<file path="src/rtl/lcd_init_sequencer.sv">
// lcd_init_sequencer: pulses the panel reset, plays a fixed init ROM of
// commands, data bytes and delays through spi_master, then hands the SPI
// link to a single host write port (valid/ready) for pixel/command streaming.
module lcd_init_sequencer #(
    parameter int RES_LOW_CYCLES  = 4,
    parameter int RES_WAIT_CYCLES = 30000,
    parameter int DELAY_UNIT      = 250,
    parameter int DONE_TIMEOUT    = 1024
) (
    input  logic       clk,
    input  logic       rst,
    input  logic       start,
    output logic       spi_send,
    output logic [7:0] spi_data,
    input  logic       spi_done,
    output logic       lcd_dc,
    output logic       lcd_res,
    input  logic       wr_valid,
    input  logic       wr_dc,
    input  logic [7:0] wr_data,
    output logic       wr_ready,
    output logic       init_done,
    output logic       busy,
    output logic       error
);

    typedef enum logic [2:0] {
        S_IDLE,
        S_RES_LOW,
        S_RES_WAIT,
        S_FETCH,
        S_SEND,
        S_WAIT_DONE,
        S_DELAY,
        S_READY
    } state_t;

    localparam logic [1:0] T_CMD = 2'b00;
    localparam logic [1:0] T_DAT = 2'b01;
    localparam logic [1:0] T_DLY = 2'b10;
    localparam logic [1:0] T_END = 2'b11;

    // Counters are loaded with (length - 1) and leave their state on zero.
    localparam logic [31:0] RES_LOW_LOAD  = 32'(RES_LOW_CYCLES - 1);
    localparam logic [31:0] RES_WAIT_LOAD = 32'(RES_WAIT_CYCLES - 1);
    localparam logic [31:0] TIMEOUT_LOAD  = 32'(DONE_TIMEOUT - 1);
    localparam logic [31:0] DELAY_UNIT_W  = 32'(DELAY_UNIT);

    // Init ROM, {type[1:0], payload[7:0]}; every path ends in END.
    function automatic logic [9:0] rom_entry(input logic [3:0] idx);
        logic [9:0] e;
        case (idx)
            4'd0:    e = {T_CMD, 8'h01};  // software reset
            4'd1:    e = {T_DLY, 8'd5};
            4'd2:    e = {T_CMD, 8'h11};  // sleep out
            4'd3:    e = {T_DLY, 8'd5};
            4'd4:    e = {T_CMD, 8'h3A};  // pixel format
            4'd5:    e = {T_DAT, 8'h05};  // 16 bpp
            4'd6:    e = {T_CMD, 8'h29};  // display on
            default: e = {T_END, 8'h00};
        endcase
        return e;
    endfunction

    state_t      state_q, state_d;
    logic [3:0]  idx_q, idx_d;
    logic [31:0] cnt_q, cnt_d;
    logic        spi_send_q, spi_send_d;
    logic [7:0]  spi_data_q, spi_data_d;
    logic        lcd_dc_q, lcd_dc_d;
    logic        lcd_res_q, lcd_res_d;
    logic        init_done_q, init_done_d;
    logic        error_q, error_d;
    logic [9:0]  entry;
    logic [31:0] dly_len;

    assign entry   = rom_entry(idx_q);
    assign dly_len = 32'(entry[7:0]) * DELAY_UNIT_W;

    // Next-state and next-output logic for the whole sequencer.
    always_comb begin
        state_d     = state_q;
        idx_d       = idx_q;
        cnt_d       = cnt_q;
        spi_send_d  = 1'b0;
        spi_data_d  = spi_data_q;
        lcd_dc_d    = lcd_dc_q;
        lcd_res_d   = lcd_res_q;
        init_done_d = init_done_q;
        error_d     = error_q;

        case (state_q)
            S_IDLE: begin
                if (start) begin
                    state_d     = S_RES_LOW;
                    lcd_res_d   = 1'b0;
                    cnt_d       = RES_LOW_LOAD;
                    init_done_d = 1'b0;
                    error_d     = 1'b0;
                end
            end
            S_RES_LOW: begin
                if (cnt_q == '0) begin
                    state_d   = S_RES_WAIT;
                    lcd_res_d = 1'b1;
                    cnt_d     = RES_WAIT_LOAD;
                end else begin
                    cnt_d = cnt_q - 32'd1;
                end
            end
            S_RES_WAIT: begin
                if (cnt_q == '0) begin
                    state_d = S_FETCH;
                    idx_d   = 4'd0;
                end else begin
                    cnt_d = cnt_q - 32'd1;
                end
            end
            S_FETCH: begin
                case (entry[9:8])
                    T_CMD, T_DAT: begin
                        spi_data_d = entry[7:0];
                        lcd_dc_d   = entry[8];
                        spi_send_d = 1'b1;
                        state_d    = S_SEND;
                    end
                    T_DLY: begin
                        // Payload 0 still spends one cycle in DELAY.
                        cnt_d   = (entry[7:0] == 8'd0) ? 32'd0 : dly_len - 32'd1;
                        state_d = S_DELAY;
                    end
                    default: begin
                        init_done_d = 1'b1;
                        state_d     = S_READY;
                    end
                endcase
            end
            S_SEND: begin
                cnt_d   = TIMEOUT_LOAD;
                state_d = S_WAIT_DONE;
            end
            S_WAIT_DONE: begin
                if (spi_done) begin
                    // init_done distinguishes host traffic from ROM traffic.
                    if (init_done_q) begin
                        state_d = S_READY;
                    end else begin
                        idx_d   = idx_q + 4'd1;
                        state_d = S_FETCH;
                    end
                end else if (cnt_q == '0) begin
                    error_d     = 1'b1;
                    init_done_d = 1'b0;
                    state_d     = S_IDLE;
                end else begin
                    cnt_d = cnt_q - 32'd1;
                end
            end
            S_DELAY: begin
                if (cnt_q == '0) begin
                    idx_d   = idx_q + 4'd1;
                    state_d = S_FETCH;
                end else begin
                    cnt_d = cnt_q - 32'd1;
                end
            end
            S_READY: begin
                // A restart request wins over a host byte offered in the same cycle.
                if (start) begin
                    state_d     = S_RES_LOW;
                    lcd_res_d   = 1'b0;
                    cnt_d       = RES_LOW_LOAD;
                    init_done_d = 1'b0;
                    error_d     = 1'b0;
                end else if (wr_valid) begin
                    spi_data_d = wr_data;
                    lcd_dc_d   = wr_dc;
                    spi_send_d = 1'b1;
                    state_d    = S_SEND;
                end
            end
            default: state_d = S_IDLE;
        endcase
    end

    // State and registered outputs, synchronous active-high reset.
    always_ff @(posedge clk) begin
        if (rst) begin
            state_q     <= S_IDLE;
            idx_q       <= 4'd0;
            cnt_q       <= '0;
            spi_send_q  <= 1'b0;
            spi_data_q  <= 8'h00;
            lcd_dc_q    <= 1'b0;
            lcd_res_q   <= 1'b1;
            init_done_q <= 1'b0;
            error_q     <= 1'b0;
        end else begin
            state_q     <= state_d;
            idx_q       <= idx_d;
            cnt_q       <= cnt_d;
            spi_send_q  <= spi_send_d;
            spi_data_q  <= spi_data_d;
            lcd_dc_q    <= lcd_dc_d;
            lcd_res_q   <= lcd_res_d;
            init_done_q <= init_done_d;
            error_q     <= error_d;
        end
    end

    assign spi_send  = spi_send_q;
    assign spi_data  = spi_data_q;
    assign lcd_dc    = lcd_dc_q;
    assign lcd_res   = lcd_res_q;
    assign init_done = init_done_q;
    assign error     = error_q;
    assign wr_ready  = (state_q == S_READY) && !start;
    assign busy      = (state_q != S_IDLE) && (state_q != S_READY);

endmodule

</file>
<file path="config.mk">
export PLATFORM = sky130hd
export DESIGN_NAME = lcd_init_sequencer
export DESIGN_NICKNAME = d
export VERILOG_FILES = /design/src/rtl/lcd_init_sequencer.sv
export SDC_FILE = /design/constraint.sdc
export NUM_CORES = 1
export LEC_CHECK = 0
export BUFFER_PORTS_ARGS = -buffer_cell sky130_fd_sc_hd__buf_4
export CORE_MARGIN = 8
export CORE_UTILIZATION = 45
export CTS_CLUSTER_SIZE = 12
export DETAILED_ROUTE_END_ITERATION = 8
export PLACE_DENSITY = 0.68
export SYNTH_ARGS = -nofsm -noshare
export SYNTH_HDL_FRONTEND = slang
export SYNTH_SLANG_ARGS = --single-unit
</file>
<file path="constraint.sdc">
create_clock -name clk -period 7.4 [get_ports clk]
set_input_delay 0.37 -clock clk [delete_from_list [all_inputs] [get_ports clk]]
set_output_delay 0.37 -clock clk [all_outputs]
set_load 0.01 [all_outputs]
</file>
# After elaboration in Yosys (flattened, before gate mapping)
# Cells that the tools add are included.
# totals
register_bits	52
n_memories	0
out_inout_bits	15
ram_bits	0
romBits	0
latch_bits	0
elab_cells	116
# op_classes
n_mul	1
addsub	3
n_eq_ne	33
shift	0
n_reduce_logical	26
bitwise	0
n_lt_le_gt_ge	0
n_div	0
n_mux	44
# op_table
cell	n
2-to-1 mux 32 bit	6
case mux 32 bit (6 select lines)	1
case mux 10 bit (6 select lines)	1
logical NOT 32 bit	1
subtractor 32 x 1 -> 32 bit (second input constant)	1
inequality test 2 bit (second input constant)	13
2-to-1 mux 3 bit	8
2-to-1 mux 8 bit	3
case mux 3 bit (7 select lines)	1
subtractor 16 x 1 -> 17 bit (second input constant)	1
2-to-1 mux 4 bit	4
case mux 8 bit (2 select lines)	1
multiplier 8 x 7 -> 15 bit (second input constant)	1
AND reduction 5 bit	3
equality test 3 bit (second input constant)	4
equality test 4 x 3 -> 1 bit (second input constant)	3
2-to-1 mux 1 bit	12
case mux 4 bit (3 select lines)	1
inequality test 3 bit (second input constant)	3
nonzero test 3 bit	3
equality test 4 x 2 -> 1 bit (second input constant)	2
logical NOT 8 bit	1
case mux 1 bit (2 select lines)	4
AND reduction 4 bit	2
other kinds (18)	27

# Depth between registers and ports, before layout
# logic_depth
ltp_word	8
depth_mapped	21
mapped_depth_nobuf	21

# Worst setup path after synthesis
# Ideal clock, no wire load.
# synth_path
path_type	reg-to-reg
start	reg idx_q[0]
end	reg cnt_q[14]
arrival_ps	5083
path_buffers	0
setup_slack_ps	2247
stages_incl_launch_ff	17
required_time_ps	7330
path_cell_list	dfxtp_1 > inv_1 > ha_1 > o21ai_1 > fa_1 > inv_1 > fa_1 > fa_1 > ha_1 > ha_1 > nand3_1 > o22a_1 > a311oi_1 > nand4_1 > nor4_1 > mux2_2 > a21oi_1
# synth_between
elab_chain_len	8
elab_cells_between_ends	18
# synth_rtl
element	line_no	rtl
start: declaration	66	logic [3:0] idx_q, idx_d;
start signal: assignment	200	idx_q <= idx_d;
equality test 4 x 2 -> 1 bit or equality test 4 x 1 -> 1 bit (tied branches)	52	case (idx)
OR reduction 2 bit (no source line)	-	
case mux 10 bit (6 select lines) *	52	
multiplier 8 x 7 -> 15 bit	78	assign dly_len = 32'(entry[7:0]) * DELAY_UNIT_W;
subtractor 16 x 1 -> 17 bit	129	cnt_d = (entry[7:0] == 8'd0) ? 32'd0 : dly_len - 32'd1;
2-to-1 mux 32 bit	129	
2-to-1 mux 32 bit	120	case (entry[9:8])
case mux 32 bit (6 select lines)	92	case (state_q)
end signal: assignment	201	cnt_q <= cnt_d;
end: declaration	67	logic [31:0] cnt_q, cnt_d;
# Every way passes the cells marked *; elsewhere a longest branch is shown, timed or not. The select of a mux whose other input is x is not followed.
# A chain may end at the register's enable or synchronous reset.

# Worst setup path in the final report
# Same ends and word-level chain as after synthesis.

==> impl_metrics.ini <==
[power]
total_power_mw = 1.53
peakVddDrop_v = 0.000153
leakagePower_nw = 1.99
power_density_mw_per_mm2 = 312

[critical_path]
r2r_slack_ps = 1600
arrival_ps = 6050
reg2regPathDepth = 16
required_ps = 7650
critical_path_class = reg2reg
max_stage_delay_ps = 790
endpoint_kind = flip-flop
start_kind = flip-flop
timing.rr.start = idx_q[0]$_SDFFE_PP0P_
critPathMaxFanout = 11
slowest_stage = o21ai_1
r2r-end = cnt_q[14]$_SDFFE_PP0P_
path_cells = inv_1 > ha_1 > o21ai_1 > fa_1 > inv_1 > fa_1 > fa_1 > ha_1 > ha_1 > nand3_1 > o22a_1 > a311oi_1 > nand4_1 > nor4_1 > mux2_2 > a21oi_1
crit_end = cnt_q[14]$_SDFFE_PP0P_
startpoint = idx_q[0]$_SDFFE_PP0P_

[cells_and_area]
synthToLayoutAreaGrowth_pct = 9.18
fillCellCount = 961
stdcell_area_mm2 = 0.00488
drive_above_1_share = 0.0870
nNetsFinal = 662
finish.utilization = 0.502
n_antenna_cell = 0

[outcome]
status = complete, no violations

[floorplanning]
start_util = 0.460
core_area_mm2 = 0.00973
pin_count = 29
die_area_mm2 = 0.0134
num_rows = 36
die_y_um = 116
die_width_um = 116

[synthesis]
synthesis.instances = 583
synth.area.top_cells = dfxtp_1, ha_1, nor2_1, a21oi_1, fa_1
synth.largest_area_cell = dfxtp_1
syn_area_mm2 = 0.00447
netlist-cell-type-count = 65
synth-seq-cells = 52
yosysTopAreaCellShare = 0.233
avgSynthCellArea_um2 = 7.67
synth-edff-count = 0
synth-async-reset-ratio = 0
synthesis.nets = 648
ys_seq_area_frac = 0.233
yosys_warnings = 0
synthFlopType = dfxtp_1

[cts]
cts_setup_buffers = 0
clk_path_buf_depth = 2
cts_tree = done
numCtsBuffers = 5
htreeDepth = 2
cts_sinks = 52
cts_resized = 0
clk_pin_slew_ps = 100
clk_latency_ps = 310
cts_hold_buf = 0
root_buffer = clkbuf_8

[sta]
tightest_slew_ps = 982
clock_skew_ps = 8.05
final-max-slew-violation-count = 0
setup_viol = 0
max_slew_margin = 0.341
hold_ws_ps = 310
setup-tns-final_ps = 0
min_period_over_period = 0.784
rsz0062_at_grt = no
max_freq_mhz = 172
hold_viol = 0
layout_min_cycle_time_ps = 5800

[place]
place_congestion = 0.914
dp_hpwl_um = 8670
place.port_buffers = 28
placed_area_mm2 = 0.00477

[grt]
grt_start_max_net_pins = 44
grt_pass1_wl_um = 19900
grt_pass1_vias = 4159
grt_usage = 0.179
grt_antenna_before_repair = 0
gr-total-overflow = 0

[routing]
wire_per_inst_um = 15.8
vias_per_cell = 5.95
drtIter0Drc = 356
vias = 4353
ant_nets = 0
drtPass1Iterations = 5
drc = 0
wirelength_um = 11600

[flow_run]
max-cap-violations = 0

[min_path]
hold_path.class = in2reg
[area by class of cell]
class	instances	area, um2	area share
clock buffers	6	72.6	0.0149
clock inverters	2	38.8	0.00794
inverters	36	135	0.0277
multi-input cells	471	3200	0.655
flip-flops and latches	52	1040	0.213
well taps	133	166	0.0341
repair buffers	31	233	0.0477
[cells by family (layout without fill, tap and decap cells)]
kind of cell,Yosys count,in the layout,synth area share
compound gates,177,177,0.258
xor+xnor,19,19,0.0372
fa+ha+maj,51,51,0.163
buf+inv,60,75,0.0534
flops,52,52,0.233
mux,4,4,0.00923
simple gates,220,220,0.247
[state kept, by name, indices dropped and copies added, names as in the netlist]
signal,cells
idx_q,4
spi_data,8
lcd_res,1
error,1
cnt_q,32
state_q,3
lcd_dc,1
spi_send,1
init_done,1
[per-stage QoR]
step	worst slack, ps	instances
2_1_floorplan	2250	583
3_3_place_gp	1880	723
3_5_place_dp	1660	723
4_1_cts	1610	731
5_1_grt	1150	731
6_report	1600	731
[Yosys cell counts (3+ instances only)]
master,instances
clkbuf_1,18
xor2_1,6
o21a_1,6
a31oi_1,6
o211ai_1,4
buf_2,5
fa_1,12
a22oi_1,3
or4_1,3
nor2_1,72
and2_1,3
ha_1,39
a2bb2oi_1,3
nor3_1,21
o22ai_1,4
o221ai_1,3
nand2_1,51
xnor2_1,13
dfxtp_1,52
and3_1,7
nand2b_1,9
o21ai_0,31
a311oi_1,15
o21bai_1,3
nand3_1,13
o21ai_1,7
a211oi_1,12
nor4_1,9
a21oi_1,51
mux2i_1,3
or3_1,7
nand4_1,4
inv_1,36
o31ai_1,8
[power breakdown]
group	switching (mW)	internal [mW]	total, mW
Clock	0.108	0.103	0.211
Sequential	0.100	0.351	0.451
Combinational	0.539	0.325	0.864
[layout by cell type (no fill, tap or decap), types with 3 or more instances in the layout]
master | netlist | layout
a211oi_1 | 12 | 12
a21oi_1 | 51 | 50
a22oi_1 | 3 | 3
a2bb2oi_1 | 3 | 3
a311oi_1 | 15 | 15
a31oi_1 | 6 | 6
and2_1 | 3 | 3
and3_1 | 7 | 7
buf_4 | 0 | 31
clkbuf_8 | 0 | 5
dfxtp_1 | 52 | 52
fa_1 | 12 | 12
ha_1 | 39 | 39
inv_1 | 36 | 36
mux2i_1 | 3 | 3
nand2_1 | 51 | 51
nand2b_1 | 9 | 9
nand3_1 | 13 | 13
nand4_1 | 4 | 4
nor2_1 | 72 | 72
nor3_1 | 21 | 21
nor4_1 | 9 | 9
o211ai_1 | 4 | 4
o21a_1 | 6 | 6
o21ai_0 | 31 | 31
o21ai_1 | 7 | 7
o21bai_1 | 3 | 3
o221ai_1 | 3 | 3
o22ai_1 | 4 | 4
o31ai_1 | 8 | 8
or3_1 | 7 | 7
or4_1 | 3 | 3
xnor2_1 | 13 | 13
xor2_1 | 6 | 6
[routing by layer]
| layer | vias up | track usage | wire, um |
|---|---|---|---|
| met5 | - | 0 | 0 |
| met4 | 0 | 0.0415 | 158 |
| met3 | 14 | 0.0287 | 517 |
| met2 | 104 | 0.300 | 5500 |
| met1 | 2079 | 0.234 | 5400 |
| li1 | 2156 | - | - |
[how the worst min path moves through the flow]
stage | from | endpoint | cells past startpoint
2_1_floorplan | cnt_q[17]$_SDFFE_PP0P_ | cnt_q[17]$_SDFFE_PP0P_ | 1
3_3_place_gp | lcd_dc$_SDFFE_PP0P_ | lcd_dc$_SDFFE_PP0P_ | 2
3_5_place_dp | spi_data[7]$_SDFFE_PP0P_ | spi_data[7]$_SDFFE_PP0P_ | 2
4_1_cts | wr_data[7] | spi_data[7]$_SDFFE_PP0P_ | 3
5_1_grt | wr_data[7] | spi_data[7]$_SDFFE_PP0P_ | 3
6_report | wr_data[7] | spi_data[7]$_SDFFE_PP0P_ | 3
[worst max-delay path, delay by kind of cell, from the launching register on]
kind,cells,cell delay [ps]
fa+ha+maj,6,2400
compound gates,4,1580
simple gates,3,780
flops,1,410
mux,1,380
buf+inv,2,190
No activity file was read; power rests on OpenSTA's default activity.
